===== config.mk =====
export PLATFORM = sky130hd
export DESIGN_NAME = maze_run_sequencer
export DESIGN_NICKNAME = d
export VERILOG_FILES = /design/src/rtl/maze_pkg.sv /design/src/rtl/maze_pose_tracker.sv /design/src/rtl/maze_run_sequencer.sv
export SDC_FILE = /design/constraint.sdc
export NUM_CORES = 1
export LEC_CHECK = 0
export CORE_UTILIZATION = 40
export DETAILED_ROUTE_END_ITERATION = 10
export DONT_BUFFER_PORTS = 1
export MAX_ROUTING_LAYER = met4
export PLACE_DENSITY = 0.62
export SETUP_SLACK_MARGIN = 0.02
export SLEW_MARGIN = 20
export SYNTH_ARGS = -nofsm -noshare
export SYNTH_HDL_FRONTEND = slang
export SYNTH_SLANG_ARGS = --single-unit

===== constraint.sdc =====
create_clock -name clk -period 5.5 [get_ports clk]
set_input_delay 0.55 -clock clk [delete_from_list [all_inputs] [get_ports clk]]
set_output_delay 0.55 -clock clk [all_outputs]
set_load 0.02 [all_outputs]

===== src/rtl/maze_pkg.sv =====
// Shared definitions for the maze bot run sequencer.
// Contents: move command codes, heading encoding, sequencer state enum,
// default grid / start / exit / move-budget constants and a move-legality helper.
package maze_pkg;

    // Move command codes shared by the explorer and the motion executor.
    typedef enum logic [2:0] {
        MV_STOP  = 3'd0,
        MV_FWD   = 3'd1,
        MV_LEFT  = 3'd2,
        MV_RIGHT = 3'd3,
        MV_UTURN = 3'd4
    } move_e;

    // Compass heading; N is +y and E is +x, so "+1 mod 4" is a right turn.
    typedef enum logic [1:0] {
        HD_N = 2'd0,
        HD_E = 2'd1,
        HD_S = 2'd2,
        HD_W = 2'd3
    } heading_e;

    typedef enum logic [3:0] {
        ST_IDLE,
        ST_SENSE,
        ST_STEP,
        ST_FETCH,
        ST_ISSUE,
        ST_UPDATE,
        ST_HALT,
        ST_DONE,
        ST_FAULT
    } state_e;

    localparam int DEF_ROWS      = 9;
    localparam int DEF_COLS      = 9;
    localparam int DEF_START_X   = 4;
    localparam int DEF_START_Y   = 0;
    localparam int DEF_EXIT_X    = 4;
    localparam int DEF_EXIT_Y    = 8;
    localparam int DEF_MAX_MOVES = 200;

    // Only FWD, LEFT, RIGHT and U_TURN are movement commands from the explorer.
    function automatic logic is_legal_move(input logic [2:0] m);
        return (m >= 3'd1) && (m <= 3'd4);
    endfunction

endpackage


===== src/rtl/maze_pose_tracker.sv =====
// Combinational next-pose calculator for the maze bot.
// Inputs : heading_i (current heading), pos_x_i / pos_y_i (current cell),
//          move_i (move code being executed).
// Outputs: next_heading_o, next_x_o / next_y_o (cell after turn + one step),
//          oob_o (next cell is outside the grid), is_uturn_o (move is U_TURN).
module maze_pose_tracker
    import maze_pkg::*;
#(
    parameter int ROWS = DEF_ROWS,
    parameter int COLS = DEF_COLS
) (
    input  logic [1:0] heading_i,
    input  logic [3:0] pos_x_i,
    input  logic [3:0] pos_y_i,
    input  logic [2:0] move_i,
    output logic [1:0] next_heading_o,
    output logic [3:0] next_x_o,
    output logic [3:0] next_y_o,
    output logic       oob_o,
    output logic       is_uturn_o
);

    localparam logic signed [4:0] MAX_X = 5'(COLS - 1);
    localparam logic signed [4:0] MAX_Y = 5'(ROWS - 1);

    logic signed [4:0] dx;
    logic signed [4:0] dy;
    logic signed [4:0] nx;
    logic signed [4:0] ny;

    // The turn is applied first; the single-cell step then follows the new
    // heading. Signed 5-bit sums let a step off row/column 0 show up as -1.
    always_comb begin
        next_heading_o = heading_i;
        is_uturn_o     = 1'b0;
        case (move_i)
            MV_LEFT:  next_heading_o = heading_i - 2'd1;
            MV_RIGHT: next_heading_o = heading_i + 2'd1;
            MV_UTURN: begin
                next_heading_o = heading_i + 2'd2;
                is_uturn_o     = 1'b1;
            end
            default: ;
        endcase

        dx = 5'sd0;
        dy = 5'sd0;
        case (next_heading_o)
            HD_N:    dy = 5'sd1;
            HD_E:    dx = 5'sd1;
            HD_S:    dy = -5'sd1;
            default: dx = -5'sd1;
        endcase

        nx = $signed({1'b0, pos_x_i}) + dx;
        ny = $signed({1'b0, pos_y_i}) + dy;

        oob_o    = (nx < 5'sd0) || (nx > MAX_X) || (ny < 5'sd0) || (ny > MAX_Y);
        next_x_o = nx[3:0];
        next_y_o = ny[3:0];
    end

endmodule


===== src/rtl/maze_run_sequencer.sv =====
// Sequences one exploration run of the maze bot.
// Ports: clk/rst (async active-high); start; sense_valid + left/mid/right wall
// bits from the sensor front-end; exp_left/mid/right, exp_step, exp_hold to the
// explorer and exp_move back from it; cmd_valid/cmd/cmd_ready to the motion
// executor; pos_x/pos_y, heading, dead_ends, move_cnt, busy/done/fault status.
module maze_run_sequencer
    import maze_pkg::*;
#(
    parameter int ROWS      = DEF_ROWS,
    parameter int COLS      = DEF_COLS,
    parameter int START_X   = DEF_START_X,
    parameter int START_Y   = DEF_START_Y,
    parameter int EXIT_X    = DEF_EXIT_X,
    parameter int EXIT_Y    = DEF_EXIT_Y,
    parameter int MAX_MOVES = DEF_MAX_MOVES
) (
    input  logic       clk,
    input  logic       rst,
    input  logic       start,
    input  logic       sense_valid,
    input  logic       left,
    input  logic       mid,
    input  logic       right,
    output logic       exp_left,
    output logic       exp_mid,
    output logic       exp_right,
    output logic       exp_step,
    output logic       exp_hold,
    input  logic [2:0] exp_move,
    output logic       cmd_valid,
    output logic [2:0] cmd,
    input  logic       cmd_ready,
    output logic [3:0] pos_x,
    output logic [3:0] pos_y,
    output logic [1:0] heading,
    output logic [3:0] dead_ends,
    output logic [7:0] move_cnt,
    output logic       busy,
    output logic       done,
    output logic       fault
);

    localparam logic [3:0] START_X_V = 4'(START_X);
    localparam logic [3:0] START_Y_V = 4'(START_Y);
    localparam logic [3:0] EXIT_X_V  = 4'(EXIT_X);
    localparam logic [3:0] EXIT_Y_V  = 4'(EXIT_Y);
    localparam logic [7:0] MAX_V     = 8'(MAX_MOVES);

    state_e     state_q, state_d;
    logic [3:0] pos_x_q, pos_x_d;
    logic [3:0] pos_y_q, pos_y_d;
    logic [1:0] heading_q, heading_d;
    logic [3:0] dead_q, dead_d;
    logic [7:0] cnt_q, cnt_d;
    logic [2:0] walls_q, walls_d;
    logic [2:0] code_q, code_d;

    logic [1:0] nh;
    logic [3:0] nx;
    logic [3:0] ny;
    logic       oob;
    logic       uturn;

    maze_pose_tracker #(
        .ROWS (ROWS),
        .COLS (COLS)
    ) u_pose (
        .heading_i      (heading_q),
        .pos_x_i        (pos_x_q),
        .pos_y_i        (pos_y_q),
        .move_i         (code_q),
        .next_heading_o (nh),
        .next_x_o       (nx),
        .next_y_o       (ny),
        .oob_o          (oob),
        .is_uturn_o     (uturn)
    );

    always_ff @(posedge clk or posedge rst) begin
        if (rst) begin
            state_q   <= ST_IDLE;
            pos_x_q   <= START_X_V;
            pos_y_q   <= START_Y_V;
            heading_q <= HD_N;
            dead_q    <= 4'd0;
            cnt_q     <= 8'd0;
            walls_q   <= 3'd0;
            code_q    <= 3'd0;
        end else begin
            state_q   <= state_d;
            pos_x_q   <= pos_x_d;
            pos_y_q   <= pos_y_d;
            heading_q <= heading_d;
            dead_q    <= dead_d;
            cnt_q     <= cnt_d;
            walls_q   <= walls_d;
            code_q    <= code_d;
        end
    end

    // Next-state and Moore outputs. Outputs depend only on state_q so that an
    // asynchronous reset drops cmd_valid immediately.
    always_comb begin
        state_d   = state_q;
        pos_x_d   = pos_x_q;
        pos_y_d   = pos_y_q;
        heading_d = heading_q;
        dead_d    = dead_q;
        cnt_d     = cnt_q;
        walls_d   = walls_q;
        code_d    = code_q;

        exp_step  = 1'b0;
        exp_hold  = 1'b0;
        cmd_valid = 1'b0;
        cmd       = MV_STOP;
        busy      = 1'b0;
        done      = 1'b0;
        fault     = 1'b0;

        case (state_q)
            ST_IDLE, ST_DONE, ST_FAULT: begin
                exp_hold = 1'b1;
                done     = (state_q == ST_DONE);
                fault    = (state_q == ST_FAULT);
                if (start) begin
                    state_d   = ST_SENSE;
                    pos_x_d   = START_X_V;
                    pos_y_d   = START_Y_V;
                    heading_d = HD_N;
                    dead_d    = 4'd0;
                    cnt_d     = 8'd0;
                end
            end
            ST_SENSE: begin
                busy = 1'b1;
                if (sense_valid) begin
                    walls_d = {left, mid, right};
                    state_d = ST_STEP;
                end
            end
            ST_STEP: begin
                busy     = 1'b1;
                exp_step = 1'b1;
                state_d  = ST_FETCH;
            end
            ST_FETCH: begin
                busy    = 1'b1;
                code_d  = exp_move;
                state_d = is_legal_move(exp_move) ? ST_ISSUE : ST_FAULT;
            end
            ST_ISSUE: begin
                busy      = 1'b1;
                cmd_valid = 1'b1;
                cmd       = code_q;
                if (cmd_ready) state_d = ST_UPDATE;
            end
            ST_UPDATE: begin
                // Heading and counters commit even when the step leaves the
                // grid; the position only commits for an in-grid cell.
                busy      = 1'b1;
                heading_d = nh;
                cnt_d     = cnt_q + 8'd1;
                if (uturn && (dead_q != 4'd15)) dead_d = dead_q + 4'd1;
                if (oob) begin
                    state_d = ST_FAULT;
                end else begin
                    pos_x_d = nx;
                    pos_y_d = ny;
                    if ((nx == EXIT_X_V) && (ny == EXIT_Y_V)) state_d = ST_HALT;
                    else if (cnt_d == MAX_V)                  state_d = ST_FAULT;
                    else                                      state_d = ST_SENSE;
                end
            end
            ST_HALT: begin
                busy      = 1'b1;
                cmd_valid = 1'b1;
                if (cmd_ready) state_d = ST_DONE;
            end
            default: state_d = ST_IDLE;
        endcase
    end

    assign exp_left  = walls_q[2];
    assign exp_mid   = walls_q[1];
    assign exp_right = walls_q[0];
    assign pos_x     = pos_x_q;
    assign pos_y     = pos_y_q;
    assign heading   = heading_q;
    assign dead_ends = dead_q;
    assign move_cnt  = cnt_q;

endmodule


==> flow_summary.json, run 1 <==
{
  "rsz0062_at_grt": "no",
  "setup_tns_ns": 0,
  "peakVddDrop_mv": 0.230,
  "status": "completed",
  "area_growth_pct": 7.94,
  "placed_cell_area_um2": 2240,
  "n_antenna_cell": 0,
  "gr-total-overflow": 0,
  "via_per_inst": 5.57,
  "maxSlewHeadroom_pct": 53.8,
  "clkSinkCount": 32,
  "grt_max_degree": 33,
  "fillerInstances": 533,
  "maxSlewViolCount": 0,
  "antenna_found_initial": 0,
  "chipWidth_um": 76.0,
  "avgSynthCellArea_um2": 8.97,
  "drt-pass1-iter-count": 5,
  "cts_setup_buffers": 0,
  "cts_max_level": 2,
  "cp_slowest_cell": "a2111o_1",
  "async_reset_ff_share_pct": 100,
  "cpPeakStageDelay_ns": 0.64,
  "holdBufCountCts": 0,
  "core_um2": 5200,
  "io_buffers": 0,
  "rows": 26,
  "multi_input_area_um2": 1290,
  "drt_iter0_markers": 99,
  "synth_warnings": 0,
  "place.gp.congestion": 0.806,
  "leakagePower_nw": 1.10,
  "startpoint_type": "register",
  "finClkSkew_ns": 0.00775,
  "vias": 1737,
  "ys_ff_latch": 32,
  "worstPathArrival_ns": 4.17,
  "synth_fp_nets": 267,
  "required_ns": 5.67,
  "setup_viol_count_final": 0,
  "ys_types": 51,
  "ctsResizeCount": 0,
  "seq_area_um2": 802,
  "fin_area_um2": 2360,
  "num_io_pins": 45,
  "hold_path_class": "in -> async",
  "drc": 0,
  "r2r_setup_slack_ns": 1.50,
  "synth_area_um2": 2190,
  "endpoint_kind": "register",
  "insertion_delay_ns": 0.28,
  "dp_cells": 304,
  "fin_crit_sh_pct": 72.7,
  "cts_tree": "yes",
  "cp_max_fo": 11,
  "die_h_um": 76.0,
  "powerDensity_nw_per_um2": 617,
  "p_total_w": 0.00146,
  "synth_edf_count": 0,
  "fmax_mhz": 250,
  "design.die.area_um2": 5770,
  "clk_pin_slew_ns": 0.07,
  "ant_nets": 0,
  "synth_ff_type": "dfrtp_1",
  "worstPathCellList": "nor4b_1, a211oi_2, xnor2_1, nand2_1, fa_1, nand2b_1, a21oi_1, nand2_1, o22a_1, a2111o_1, mux2_1",
  "post-route-min-period_ns": 4.00,
  "grt_pass1_wl_mm": 8.18,
  "clockBufferDepth": 2,
  "worst_pin_slew_ns": 0.687,
  "hold_violations": 0,
  "numCtsBuffers": 5,
  "clock-root-buffer": "clkbuf_8",
  "critical_path_class": "reg -> reg",
  "grtUsageTotal_pct": 18.1,
  "first_global_vias": 1686,
  "drv_cap": 0,
  "yosysSeqAreaShare_pct": 36.6,
  "cpMostUsedCell": "nand2_1",
  "routed_wirelength_mm": 4.72,
  "start_util_pct": 42.1,
  "hpwl_mm": 3.44,
  "wl_per_cell_um": 15.1,
  "synthCells": 244,
  "fin_hold_ws_ns": 0.237,
  "layout-drive-gt1-share_pct": 9.09,
  "nets": 264,
  "final_cells": 312
}
-- layout make-up --
type,count,share of cell area [%]
clock buffer,7,4.08
clock inverter,1,1.27
inverter,10,1.59
multi-input combinational,190,54.8
sequential,32,33.9
tap,70,3.71
timing repair buffer,2,0.635
-- path summary, 6_finish.rpt --
check,startpoint,endpoint,cells after the start
min,rst,pos_x[3],2
max reg2reg,heading[0],pos_y[3],11
max in group asynchronous,rst,pos_x[2],2
max,heading[0],pos_y[3],11
min reg2reg,pos_x[2],pos_x[2],2
min in group clk,left,walls_q[2],1
-- cells in the mapped netlist (all sizes together) (4+ instances only) --
library cell   n  area, µm²
mux2i          7       70.1
dfrtp         31        776
xor2           9       78.8
xnor2          7       68.8
o31ai          4       30.0
nand2         23       86.3
nor3           7       35.0
and3           5       31.3
a21oi          9       45.0
a21o           4       30.0
nand2b         4       25.0
o21ai         15       75.1
nor2b          7       51.3
nor2          20       75.1
ha            10        125
clkbuf         9       33.8
and2           9       56.3
nand3         12       60.1
inv           10       37.5
mux2           7       78.8
-- cell usage in the layout, fill, tap and decap left out, drive strengths merged, types with 2 or more instances in the layout --
cell type	count
and2	9
nand4	3
nor3	7
dfrtp	31
inv	10
and3	5
o21ai	15
mux2i	7
xnor2	7
nand3	12
nand2	23
nor3b	2
nor4	2
xor2	9
ha	10
or3	3
nand2b	4
fa	2
a21o	4
clkbuf	7
o21a	2
nor2b	7
nor2	20
a21oi	9
mux2	7
buf	2
o31ai	4
-- cells by family after synthesis --
logic type,after synthesis,synth area share (%)
adders and majority gates,12,7.54
buffers and inverters,22,4.23
xor gates and xnor gates,16,6.74
AOI/OAI and AO/OA,48,14.7
DFF,32,36.6
muxes,14,6.80
and+or+nand+nor,100,23.4
-- power by group --
group	total, W	internal, W	switching (W)
logic	0.000734	0.000300	0.000434
registers	0.000475	0.000306	0.000169
clock network	0.000250	0.000160	0.0000898
-- stage by stage --
| step | util (%) | setup WS (ns) |
|---|---|---|
| 2_1_floorplan | - | 2.10 |
| 3_3_place_gp | 43.0 | 1.66 |
| 3_5_place_dp | 43.0 | 1.53 |
| 4_1_cts | 45.4 | 1.49 |
| 5_1_grt | 45.4 | 1.10 |
| 6_report | 45.4 | 1.50 |
-- registers in the layout, indices dropped and copies added, names as in the netlist --
signal / flops
code_q: 3
dead_ends: 4
heading: 2
move_cnt: 8
pos_x: 4
pos_y: 4
state_q: 4
walls_q: 3
-- critical path, delay by kind of cell, from the launching register on --
family	cells	cell delay (ns)
xor+xnor	1	0.36
fa+ha+maj	1	0.44
compound gates	4	1.23
simple gates	4	0.92
flops	1	0.54
mux	1	0.40
-- per-layer routing --
layer  share of wire, %  vias up  track usage, %
met5                  0        -               -
met4               0.89        0            4.23
met3                6.0        4            5.15
met2                 45       58            27.0
met1                 49      824            24.3
li1                   -      851               -
Power figures use the tool's default switching activity.
==> run 2, diff against run 1 <==
Settings changed: PLACE_DENSITY 0.62 to 0.64.
Clock period 5.5 ns to 3.4 ns, I/O delays scaled along.
==> run 2 against run 1 <==
Sequential cell count unchanged; final cell count is 4.8% higher; worst hold slack lost 0.21 ns; clock skew is 0.0013 ns higher; total power increased by 76%; sequential share of layout area fell by 1.8 points.
==> flow_summary.json, run 2 (synthesis results as in run 1) <==
{
  "design.die.area_um2": 5770,
  "first_global_vias": 1685,
  "start_util_pct": 42.1,
  "n_antenna_cell": 0,
  "hold_path_class": "in -> async",
  "cts_tree": "yes",
  "final_cells": 327,
  "placed_cell_area_um2": 2330,
  "drt-pass1-iter-count": 4,
  "required_ns": 3.56,
  "gr-total-overflow": 0,
  "drv_cap": 0,
  "finClkSkew_ns": 0.00907,
  "fin_hold_ws_ns": 0.0308,
  "cp_max_fo": 7,
  "vias": 1796,
  "drc": 0,
  "cp_slowest_cell": "dfrtp_2",
  "hpwl_mm": 3.55,
  "powerDensity_nw_per_um2": 1030,
  "grt_max_degree": 33,
  "startpoint_type": "register",
  "post-route-min-period_ns": 3.17,
  "reg2reg_depth": 13,
  "worstPathArrival_ns": 3.33,
  "layout-drive-gt1-share_pct": 16.3,
  "rsz0062_at_grt": "no",
  "holdBufCountCts": 0,
  "setup_viol_count_final": 0,
  "io_buffers": 0,
  "maxSlewHeadroom_pct": 54.3,
  "place.gp.congestion": 0.845,
  "routed_wirelength_mm": 4.90,
  "clockBufferDepth": 2,
  "num_io_pins": 45,
  "die_h_um": 76.0,
  "ant_nets": 0,
  "worst_pin_slew_ns": 0.680,
  "maxSlewViolCount": 0,
  "status": "completed",
  "cpPeakStageDelay_ns": 0.47,
  "via_per_inst": 5.49,
  "hold_violations": 0,
  "rows": 26,
  "chipWidth_um": 76.0,
  "clk_pin_slew_ns": 0.07,
  "insertion_delay_ns": 0.29,
  "nets": 279,
  "fin_crit_sh_pct": 93.1,
  "critical_path_class": "reg -> reg",
  "fmax_mhz": 316,
  "largest_reg_flops": 8,
  "fin_area_um2": 2500,
  "setup_tns_ns": 0,
  "final_common_cell": "dfrtp_1",
  "peakVddDrop_mv": 0.353,
  "clkSinkCount": 32,
  "antenna_found_initial": 0,
  "wl_per_cell_um": 15.0,
  "area_growth_pct": 14.2,
  "drt_iter0_markers": 95,
  "leakagePower_nw": 1.18,
  "grt_pass1_wl_mm": 8.11,
  "r2r_setup_slack_ns": 0.23,
  "cts_max_level": 2,
  "final_cell_mix": "dfrtp_1 (29), nand2_1 (23), nor2_1 (20)",
  "core_um2": 5200,
  "grtUsageTotal_pct": 18.0,
  "endpoint_kind": "register",
  "clock-root-buffer": "clkbuf_8",
  "dp_cells": 316,
  "numCtsBuffers": 5,
  "worstPathCellList": "nor4b_4, a211oi_4, xnor2_2, nand2_1, inv_1, ha_1, nand2b_1, a21oi_1, or3_1, o21a_1, a2111o_1, buf_4, mux2i_1"
}
==> run 2: per-stage QoR <==
stage                     total power [W]  setup slack [ns]  util (%)
after floorplan                   0.00174             0.102         -
after global placement            0.00207             0.201      44.8
after detailed placement          0.00209             0.134      44.8
after CTS                         0.00246            0.0953      46.9
after global routing              0.00278            0.0297      48.1
final                             0.00257             0.234      48.1
==> run 2: what timing repair did <==
| action | 4_1_cts | 5_1_grt |
|---|---|---|
| setup endpoints to repair | 0 | 11 |
| resized for setup | 0 | 7 |
| setup buffers | 0 | 3 |
==> run 2: path summary, 6_finish.rpt <==
check                           from    endpoint
hold reg to reg             pos_x[2]    pos_x[2]
max in group asynchronous        rst    pos_x[2]
min in group clk                left  walls_q[2]
setup / recovery           code_q[2]    pos_y[2]
setup reg to reg           code_q[2]    pos_y[2]
hold / removal                   rst    pos_y[3]
==> run 2: report_power, final <==
part / total [W] / switching, W / leakage [nW] / internal (W)
Sequential: 0.000767 / 0.000268 / 0.422 / 0.000498
Clock: 0.000366 / 0.000149 / 0.0552 / 0.000218
Combinational: 0.00144 / 0.000782 / 0.704 / 0.000653
Total: 0.00257 / 0.00120 / 1.18 / 0.00137
==> run 2: layer usage <==
| layer | global-route usage (%) | up-vias | wire length [µm] |
|---|---|---|---|
| met5 | - | - | 0 |
| met4 | 3.46 | 0 | 42 |
| met3 | 4.67 | 6 | 253 |
| met2 | 28.9 | 44 | 2290 |
| met1 | 23.0 | 863 | 2310 |
| li1 | - | 883 | - |
==> run 2: layout make-up <==
class / count / area, µm²
Clock buffer: 6 / 72.6
Clock inverter: 2 / 35.0
Fill cell: 513 / 2700
Inverter: 10 / 37.5
Multi-Input combinational cell: 190 / 1340
Sequential cell: 32 / 805
Tap cell: 70 / 87.6
Timing Repair Buffer: 17 / 128
==> run 2: critical path: cells and delay by family, from the launching register on <==
family                   cells  cell delay [ns]
AND/OR/NAND/NOR              4             0.92
XOR/XNOR                     1             0.15
multiplexers                 1             0.12
AO/OA/AOI/OAI                4             0.78
buffers and inverters        2             0.28
adder cells (fa/ha/maj)      1             0.32
flip-flops                   1             0.47
